`config.mk`:
```
export PLATFORM = sky130hd
export DESIGN_NAME = la_capture_fsm
export DESIGN_NICKNAME = d
export VERILOG_FILES = /design/src/rtl/la_capture_fsm.sv
export SDC_FILE = /design/constraint.sdc
export NUM_CORES = 1
export LEC_CHECK = 0
export BUFFER_PORTS_ARGS = -buffer_cell sky130_fd_sc_hd__buf_4
export CAP_MARGIN = 20
export CORE_MARGIN = 2
export CORE_UTILIZATION = 30
export CTS_BUF_LIST = sky130_fd_sc_hd__clkbuf_2
export CTS_CLUSTER_DIAMETER = 200
export DETAILED_ROUTE_END_ITERATION = 8
export HOLD_SLACK_MARGIN = 0.05
export PLACE_DENSITY = 0.61
export SLEW_MARGIN = 30
export SYNTH_ARGS = -nofsm -noshare
export SYNTH_HDL_FRONTEND = slang
export SYNTH_SLANG_ARGS = --single-unit
```
`constraint.sdc`:
```
create_clock -name clk -period 3.8 [get_ports clk]
set_input_delay 0.95 -clock clk [delete_from_list [all_inputs] [get_ports clk]]
set_output_delay 0.95 -clock clk [all_outputs]
set_load 0.02 [all_outputs]
```
`src/rtl/la_capture_fsm.sv`:
```
// Logic-analyzer capture controller: sequences sample-memory acquire/pop around a trigger and
// exposes state/config on the 16-bit register bus. Optional LA_CAPTURE_FSM_TRIG_WAIT_EN adds +4.
module la_capture_fsm #(
   parameter int unsigned  BASE_ADDR           = 0,
   parameter int unsigned  SAMPLE_DEPTH        = 4096,
   parameter int unsigned  TRIGGER_LOC_DEFAULT = 0,
   localparam int unsigned AW                  = $clog2(SAMPLE_DEPTH)
) (
   input  logic          clk,
   input  logic          rst_n,
   input  logic          trig,
   input  logic [AW:0]   size,
   output logic          acquire,
   output logic          pop,
   output logic          done,
   input  logic [15:0]   addr_i,
   input  logic [15:0]   wdata_i,
   input  logic [15:0]   rdata_i,
   input  logic          rw_i,
   input  logic          valid_i,
   output logic [15:0]   addr_o,
   output logic [15:0]   wdata_o,
   output logic [15:0]   rdata_o,
   output logic          rw_o,
   output logic          valid_o
);

   typedef enum logic [2:0] {
      StIdle           = 3'd0,
      StDrain          = 3'd1,
      StMoveToPosition = 3'd2,
      StInPosition     = 3'd3,
      StCapturing      = 3'd4,
      StCaptured       = 3'd5
   } state_e;

   localparam logic [AW:0]   DepthFull = (AW + 1)'(SAMPLE_DEPTH);
   localparam logic [AW-1:0] LocMax    = AW'(SAMPLE_DEPTH - 1);
   localparam logic [AW-1:0] LocReset  = (TRIGGER_LOC_DEFAULT > SAMPLE_DEPTH - 1) ? LocMax :
                                         AW'(TRIGGER_LOC_DEFAULT);

   state_e        state_q, state_d;
   logic [AW-1:0] trig_loc_q, trig_loc_d;
   logic [15:0]   addr_q, wdata_q, rdata_q;
   logic          rw_q, valid_q;

   logic [15:0]   off;
   logic          wr_en, rd_en, hit, cfg_ok;
   logic          req_wr, loc_wr;
   logic [15:0]   reg_rdata;

`ifdef LA_CAPTURE_FSM_TRIG_WAIT_EN
   logic [15:0]   trig_wait_q, trig_wait_d;
`endif

   assign off    = addr_i - 16'(BASE_ADDR);
   assign wr_en  = valid_i & rw_i;
   assign rd_en  = valid_i & ~rw_i;
   assign req_wr = wr_en && (off == 16'd1);
   assign loc_wr = wr_en && (off == 16'd2);
   assign cfg_ok = (state_q == StIdle) || (state_q == StCaptured);

   // Request has no storage of its own: it reads back as "not idle".
   always_comb begin
      hit       = 1'b1;
      reg_rdata = '0;
      case (off)
         16'd0:   reg_rdata = 16'(state_q);
         16'd1:   reg_rdata = {15'd0, state_q != StIdle};
         16'd2:   reg_rdata = 16'(trig_loc_q);
         16'd3:   reg_rdata = 16'(size);
`ifdef LA_CAPTURE_FSM_TRIG_WAIT_EN
         16'd4:   reg_rdata = trig_wait_q;
`endif
         default: hit = 1'b0;
      endcase
   end

   always_comb begin
      state_d = state_q;
      acquire = 1'b0;
      pop     = 1'b0;
      done    = 1'b0;
      case (state_q)
         StIdle: ;
         StDrain: begin
            if (size != '0) pop = 1'b1;
            else            state_d = StMoveToPosition;
         end
         StMoveToPosition: begin
            if (size < {1'b0, trig_loc_q}) acquire = 1'b1;
            else                           state_d = StInPosition;
         end
         StInPosition: begin
            // Sliding window; the trigger cycle keeps its sample by skipping the pop.
            acquire = 1'b1;
            if (trig) state_d = StCapturing;
            else      pop     = 1'b1;
         end
         StCapturing: begin
            if (size < DepthFull) acquire = 1'b1;
            else                  state_d = StCaptured;
         end
         StCaptured: done = 1'b1;
         default:    state_d = StIdle;
      endcase
      // Bus request writes override any natural transition in the same cycle.
      if (req_wr) begin
         if (!wdata_i[0])  state_d = StIdle;
         else if (cfg_ok)  state_d = StDrain;
      end
   end

   always_comb begin
      trig_loc_d = trig_loc_q;
      if (loc_wr && cfg_ok) begin
         trig_loc_d = (wdata_i > 16'(SAMPLE_DEPTH - 1)) ? LocMax : wdata_i[AW-1:0];
      end
   end

`ifdef LA_CAPTURE_FSM_TRIG_WAIT_EN
   always_comb begin
      trig_wait_d = trig_wait_q;
      if (state_d == StDrain && state_q != StDrain) begin
         trig_wait_d = '0;
      end else if (state_q == StInPosition && trig_wait_q != 16'hFFFF) begin
         trig_wait_d = trig_wait_q + 16'd1;
      end
   end

   always_ff @(posedge clk or negedge rst_n) begin
      if (!rst_n) trig_wait_q <= '0;
      else        trig_wait_q <= trig_wait_d;
   end
`endif

   always_ff @(posedge clk or negedge rst_n) begin
      if (!rst_n) begin
         state_q    <= StIdle;
         trig_loc_q <= LocReset;
      end else begin
         state_q    <= state_d;
         trig_loc_q <= trig_loc_d;
      end
   end

   always_ff @(posedge clk or negedge rst_n) begin
      if (!rst_n) begin
         addr_q  <= '0;
         wdata_q <= '0;
         rdata_q <= '0;
         rw_q    <= 1'b0;
         valid_q <= 1'b0;
      end else begin
         addr_q  <= addr_i;
         wdata_q <= wdata_i;
         rdata_q <= (rd_en && hit) ? reg_rdata : rdata_i;
         rw_q    <= rw_i;
         valid_q <= valid_i;
      end
   end

   assign addr_o  = addr_q;
   assign wdata_o = wdata_q;
   assign rdata_o = rdata_q;
   assign rw_o    = rw_q;
   assign valid_o = valid_q;

endmodule

```
Yosys cells after proc, flatten, opt, wreduce, memory -nomap -nowiden
Cells that the tools add are included.
{"block": "op_classes", "order_cmp": 3, "eq_ne": 8, "mux": 19, "bitwise": 3, "n_reduce_logical": 11}
{"operator": "case mux 13 bit (4 select lines)", "n": 1}
{"operator": "equality test 16 x 2 -> 1 bit, second input constant", "n": 2}
{"operator": "two-way mux 3 bit", "n": 7}
{"operator": "equality test 16 x 1 -> 1 bit, second input constant", "n": 1}
{"operator": "> comparator 16 x 12 -> 1 bit, second input constant", "n": 1}
{"operator": "logical NOT 16 bit", "n": 1}
{"operator": "two-way mux 16 bit", "n": 1}
{"operator": "case mux 3 bit (5 select lines)", "n": 1}
{"operator": "< comparator 13 x 12 -> 1 bit", "n": 1}
{"operator": "< comparator 13 bit, second input constant", "n": 1}
{"operator": "nonzero test 13 bit", "n": 1}
{"operator": "two-way mux 12 bit", "n": 1}
{"operator": "equality test 3 x 2 -> 1 bit, second input constant", "n": 2}
{"operator": "equality test 3 bit, second input constant", "n": 2}
{"operator": "two-way mux 1 bit", "n": 6}
{"operator": "logical AND 1 bit", "n": 4}
{"operator": "OR reduction 4 bit", "n": 1}
{"operator": "equality test 3 x 1 -> 1 bit, second input constant", "n": 1}
{"operator": "logical NOT 3 bit", "n": 1}
{"operator": "case mux 1 bit (3 select lines)", "n": 1}
{"operator": "nonzero test 3 bit", "n": 1}
{"operator": "AND 1 bit", "n": 2}
{"operator": "case mux 1 bit (2 select lines)", "n": 1}
{"operator": "OR reduction 2 bit", "n": 1}
{"operator": "2 further kinds", "n": 2}
{"block": "totals", "register_bits": 65, "input_bits": 66, "output_inout_bits": 53, "word_cells": 51}

Logic depth before layout (Yosys ltp)
{"block": "depth", "word_depth": 6, "mapped_depth": 7, "ltp_nobuf": 7}

Least setup slack after synthesis
OpenSTA, ideal clock, no wires.
{"block": "synth_path", "path_type": "input to output", "from": "input size[10]", "to": "output acquire", "t_arrival_ps": 2225, "required_time_ps": 2850, "setup_slack_ps": 625, "cell_stages": 6, "path_buffers": 0, "cell_sequence": "ha_1 > and4b_1 > a211oi_1 > o221ai_1 > a22oi_1 > a22o_1"}
{"block": "synth_between", "elab_chain_cells": 3, "word_cells_on_any_way": 5, "classes_between": "2 x order compare; 3 x mux"}
{"element": "start, declared", "line_no": "12", "source": "input logic [AW:0] size,"}
{"element": "< comparator 13 bit or < comparator 13 x 12 -> 1 bit (tied branches)", "line_no": "101, 91"}
{"element": "two-way mux 1 bit (on tied branches)", "line_no": "101, 91"}
{"element": "case mux 1 bit (3 select lines) *", "line_no": "84", "source": "case (state_q)"}
{"element": "end, declared", "line_no": "13", "source": "output logic acquire,"}
Mark *: on every way between the ends. The rest lies on a longest branch, timed or not.

Worst setup path after layout
Same ends and word-level chain as after synthesis.

==> summary.txt <==
Synthesis
  • Top post-synthesis cells by area: dfrtp_1 60%, ha_1 5.0%, mux2i_1 4.0%
  • Post-synth EDFFs: 0
  • Cells after Synth: 233
  • Post-synth ARST share: 100%
  • Synth Register Bits: 65
  • Avg Inst Size Synth: 11.7 um^2
  • Synth area leader: dfrtp_1
  • Sequential area share after synthesis: 59.6%
  • Synthesis Warnings: 0
  • Syn_nets: 310
  • Count of different cell masters after synthesis: 41
  • Post-Syn Area: 2730 um^2
  • Share of Yosys cell area claimed by the top area cell type: 59.6%
  • Most used flip-flop cell after synthesis: dfrtp_1

Placed design
  • DPL Wire Length: 5550 um
  • Port buffer count: 118
  • Placed Area: 3730 um^2
  • Routability Congestion: 0.961

Clock network
  • CTS tree: yes
  • Worst-Skew Late Latency: 0.48 ns
  • # H-tree levels: 3
  • Post-CTS Setup Bufs: 0
  • Cts hold-fix bufs: 0
  • Clk slew on worst S/H paths: 0.18 ns
  • Post-cts sizing count: 0
  • Cts bufs inserted: 9
  • CTS max path bufs: 2
  • CTS root buf: clkbuf_2
  • Clock Sinks: 65

Setup path
  • Reg-to-reg slack, setup: 1.83 ns
  • WP data required: 2.85 ns
  • Reg2reg end: state_q[0]$_DFF_PN0_
  • Crit Path Category: input port to output pin
  • Most frequent CP cell: buf_4
  • Critical-path top delay cell: a22oi_1
  • Worst path cell trace: buf_4 > ha_1 > and4b_1 > a211oi_1 > o221ai_1 > a22oi_1 > a22o_1 > buf_4
  • R2r startpoint: trig_loc_q[10]$_DFFE_PN0P_
  • Setup crit start kind: input port
  • Crit end category: output pin
  • Crit path DAT: 2.69 ns
  • Slowest stage delay, CP: 0.34 ns
  • Critical path fanouts, max: 3
  • Worst R2R Path Depth: 7

Global route
  • Number of global-route vias before repair: 2247
  • Initial antenna violation count: 0
  • Global-route wire length before repair: 10800 um
  • Gr usage total: 14.2%
  • GRT overflow: 0
  • Largest net degree at the start of global routing: 66

Power and ir drop
  • Sw frac: 28.7%
  • Combinational fraction of design power: 15.0%
  • Pwr/cell area: 328 nW/um^2
  • Psw: 0.000359 W
  • Clock power share: 26.9%
  • Final total power: 0.00125 W
  • Lkg Pwr: 1.95 nW
  • Fraction of power consumed by sequential logic: 58.1%
  • Max VDD drop: 0.117 mV
  • Power Internal: 0.000893 W

Finish
  • # diodes: 0
  • Reg area: 1630 um^2
  • Area delta synth->final: 39.9%
  • Area occupied by multi-input gates: 1010 um^2
  • Layout Cell Area excl Fill: 3820 um^2
  • Fill count: 861
  • Share of layout cells above drive strength 1: 39.2%
  • Post-layout util: 43.6%
  • Final net count: 434

Worst hold path
  • Worst min path class: input port to asynchronous set/reset pin

Timing
  • Max Fclk: 275 MHz
  • Final Setup Violations: 0
  • Fin crit period: 3.64 ns
  • Worst slew margin: 46.3%
  • Clock skew: 0.0157 ns
  • Final Hold Vio Count: 0
  • Setup_tns: 0 ns
  • RSZ-0062 raised after global routing: no
  • Slew @ Worst Pin: 0.806 ns
  • Max-slew violations: 0
  • Fin crit share: 95.7%

Floorplanning
  • Die height: 99.4 um
  • Initial core utilization: 31.2%
  • Die outline width: 99.4 um
  • Die area: 9880 um^2
  • Core area: 8760 um^2
  • Ports: 119
  • Site row count: 34

Drt
  • WL/cell: 14.9 um
  • ANT nets after route: 0
  • DRT Pass-1 Iters: 5
  • Via Count: 2207
  • Drt drc: 0
  • Drt total wl: 6990 um
  • Vias per cell: 4.70
  • Number of DRC markers in iteration 0: 119

Run
  • Max Cap Viol: 0

Run status
  • Status: finished, final reports clean
## critical path: cells and delay by family
| family | cells | cell delay [ns] |
|---|---|---|
| AOI/OAI and AO/OA | 4 | 0.95 |
| adders and majority gates | 1 | 0.31 |
| buffers and inverters | 2 | 0.25 |
| and+or+nand+nor | 1 | 0.21 |
## power groups by stage
| stage | Sequential, W | Clock, W | Combinational (W) |
|---|---|---|---|
| after global placement | 0.000740 | 0 | 0.000187 |
| after global routing | 0.000731 | 0.000388 | 0.000203 |
| final | 0.000728 | 0.000337 | 0.000188 |
| after CTS | 0.000729 | 0.000360 | 0.000191 |
| after detailed placement | 0.000741 | 0 | 0.000191 |
| after floorplan | 0.000776 | 0 | 0.0000236 |
## worst max-delay path by stage
stage | depth (start not counted) | start | to | slack (ns)
4_1_cts | 8 | size[10] | acquire | 0.19
2_1_floorplan | 6 | size[10] | acquire | 0.62
3_5_place_dp | 8 | size[10] | acquire | 0.21
3_3_place_gp | 8 | size[10] | acquire | 0.26
6_report | 8 | size[10] | acquire | 0.16
5_1_grt | 8 | size[10] | acquire | 0.06
## layer usage
layer / up-vias / part of all wire (%) / track usage [%]
met5: - / 0 / 0
met3: 12 / 8.1 / 3.94
met1: 1023 / 44 / 18.2
li1: 1074 / - / -
met4: 0 / 1.8 / 6.85
met2: 98 / 47 / 22.3
## cell usage in the layout (no fill, tap or decap), types with 2 or more instances in the layout
cell / n
buf_4: 121
dfrtp_1: 65
nand2_1: 19
nor2b_1: 15
inv_1: 13
a22oi_1: 12
o21ai_1: 12
mux2i_1: 11
ha_1: 11
clkbuf_2: 9
nor2_1: 8
nor3_1: 5
a21oi_1: 5
nor4_1: 5
and2_1: 5
nand3_1: 4
nand2b_1: 4
a31oi_1: 3
o21ai_0: 3
a21o_1: 2
a211oi_1: 2
and4_1: 2
nor4_2: 2
a222oi_1: 2
clkinv_2: 2
clkinvlp_4: 2
## state kept, by name (all words and copies together), names as in the netlist
| signal | cells |
|---|---|
| addr_o | 16 |
| rdata_o | 16 |
| rw_o | 1 |
| state_q | 3 |
| trig_loc_q | 12 |
| valid_o | 1 |
| wdata_o | 16 |
## synth_stat cells (all sizes together), types with 2 or more instances
| cell type | count |
|---|---|
| dfrtp | 65 |
| nand2 | 20 |
| nor2b | 15 |
| o21ai | 15 |
| inv | 14 |
| a22oi | 12 |
| ha | 11 |
| mux2i | 11 |
| nor2 | 8 |
| nor4 | 8 |
| a21oi | 5 |
| and2 | 5 |
| nor3 | 5 |
| buf | 4 |
| clkbuf | 4 |
| nand2b | 4 |
| nand3 | 4 |
| a31oi | 3 |
| a211oi | 2 |
| a21o | 2 |
| a222oi | 2 |
| and4 | 2 |
## cells by family after synthesis
group	share of synthesized area, %
AOI/OAI and AO/OA	11.7
adders and majority gates	5.04
buffers and inverters	3.53
DFF	59.6
muxes	4.44
and+or+nand+nor	15.8
## layout make-up
cell class / instances / share of cell area [%]
Clock buffer: 9 / 1.18
Clock inverter: 7 / 1.21
Inverter: 14 / 1.37
Sequential cell: 65 / 42.6
Tap cell: 108 / 3.54
Multi-Input combinational cell: 146 / 26.4
Timing Repair Buffer: 121 / 23.8
## stage by stage
stage                     worst slack (ns)  instances  hold WS [ns]
after floorplan                      0.625        233         0.488
after global placement               0.260        454         0.532
after detailed placement             0.207        454         0.551
after CTS                            0.189        470         0.501
after global routing                0.0618        470         0.488
final                                0.165        470         0.535
No activity file was read; power rests on OpenSTA's default activity.
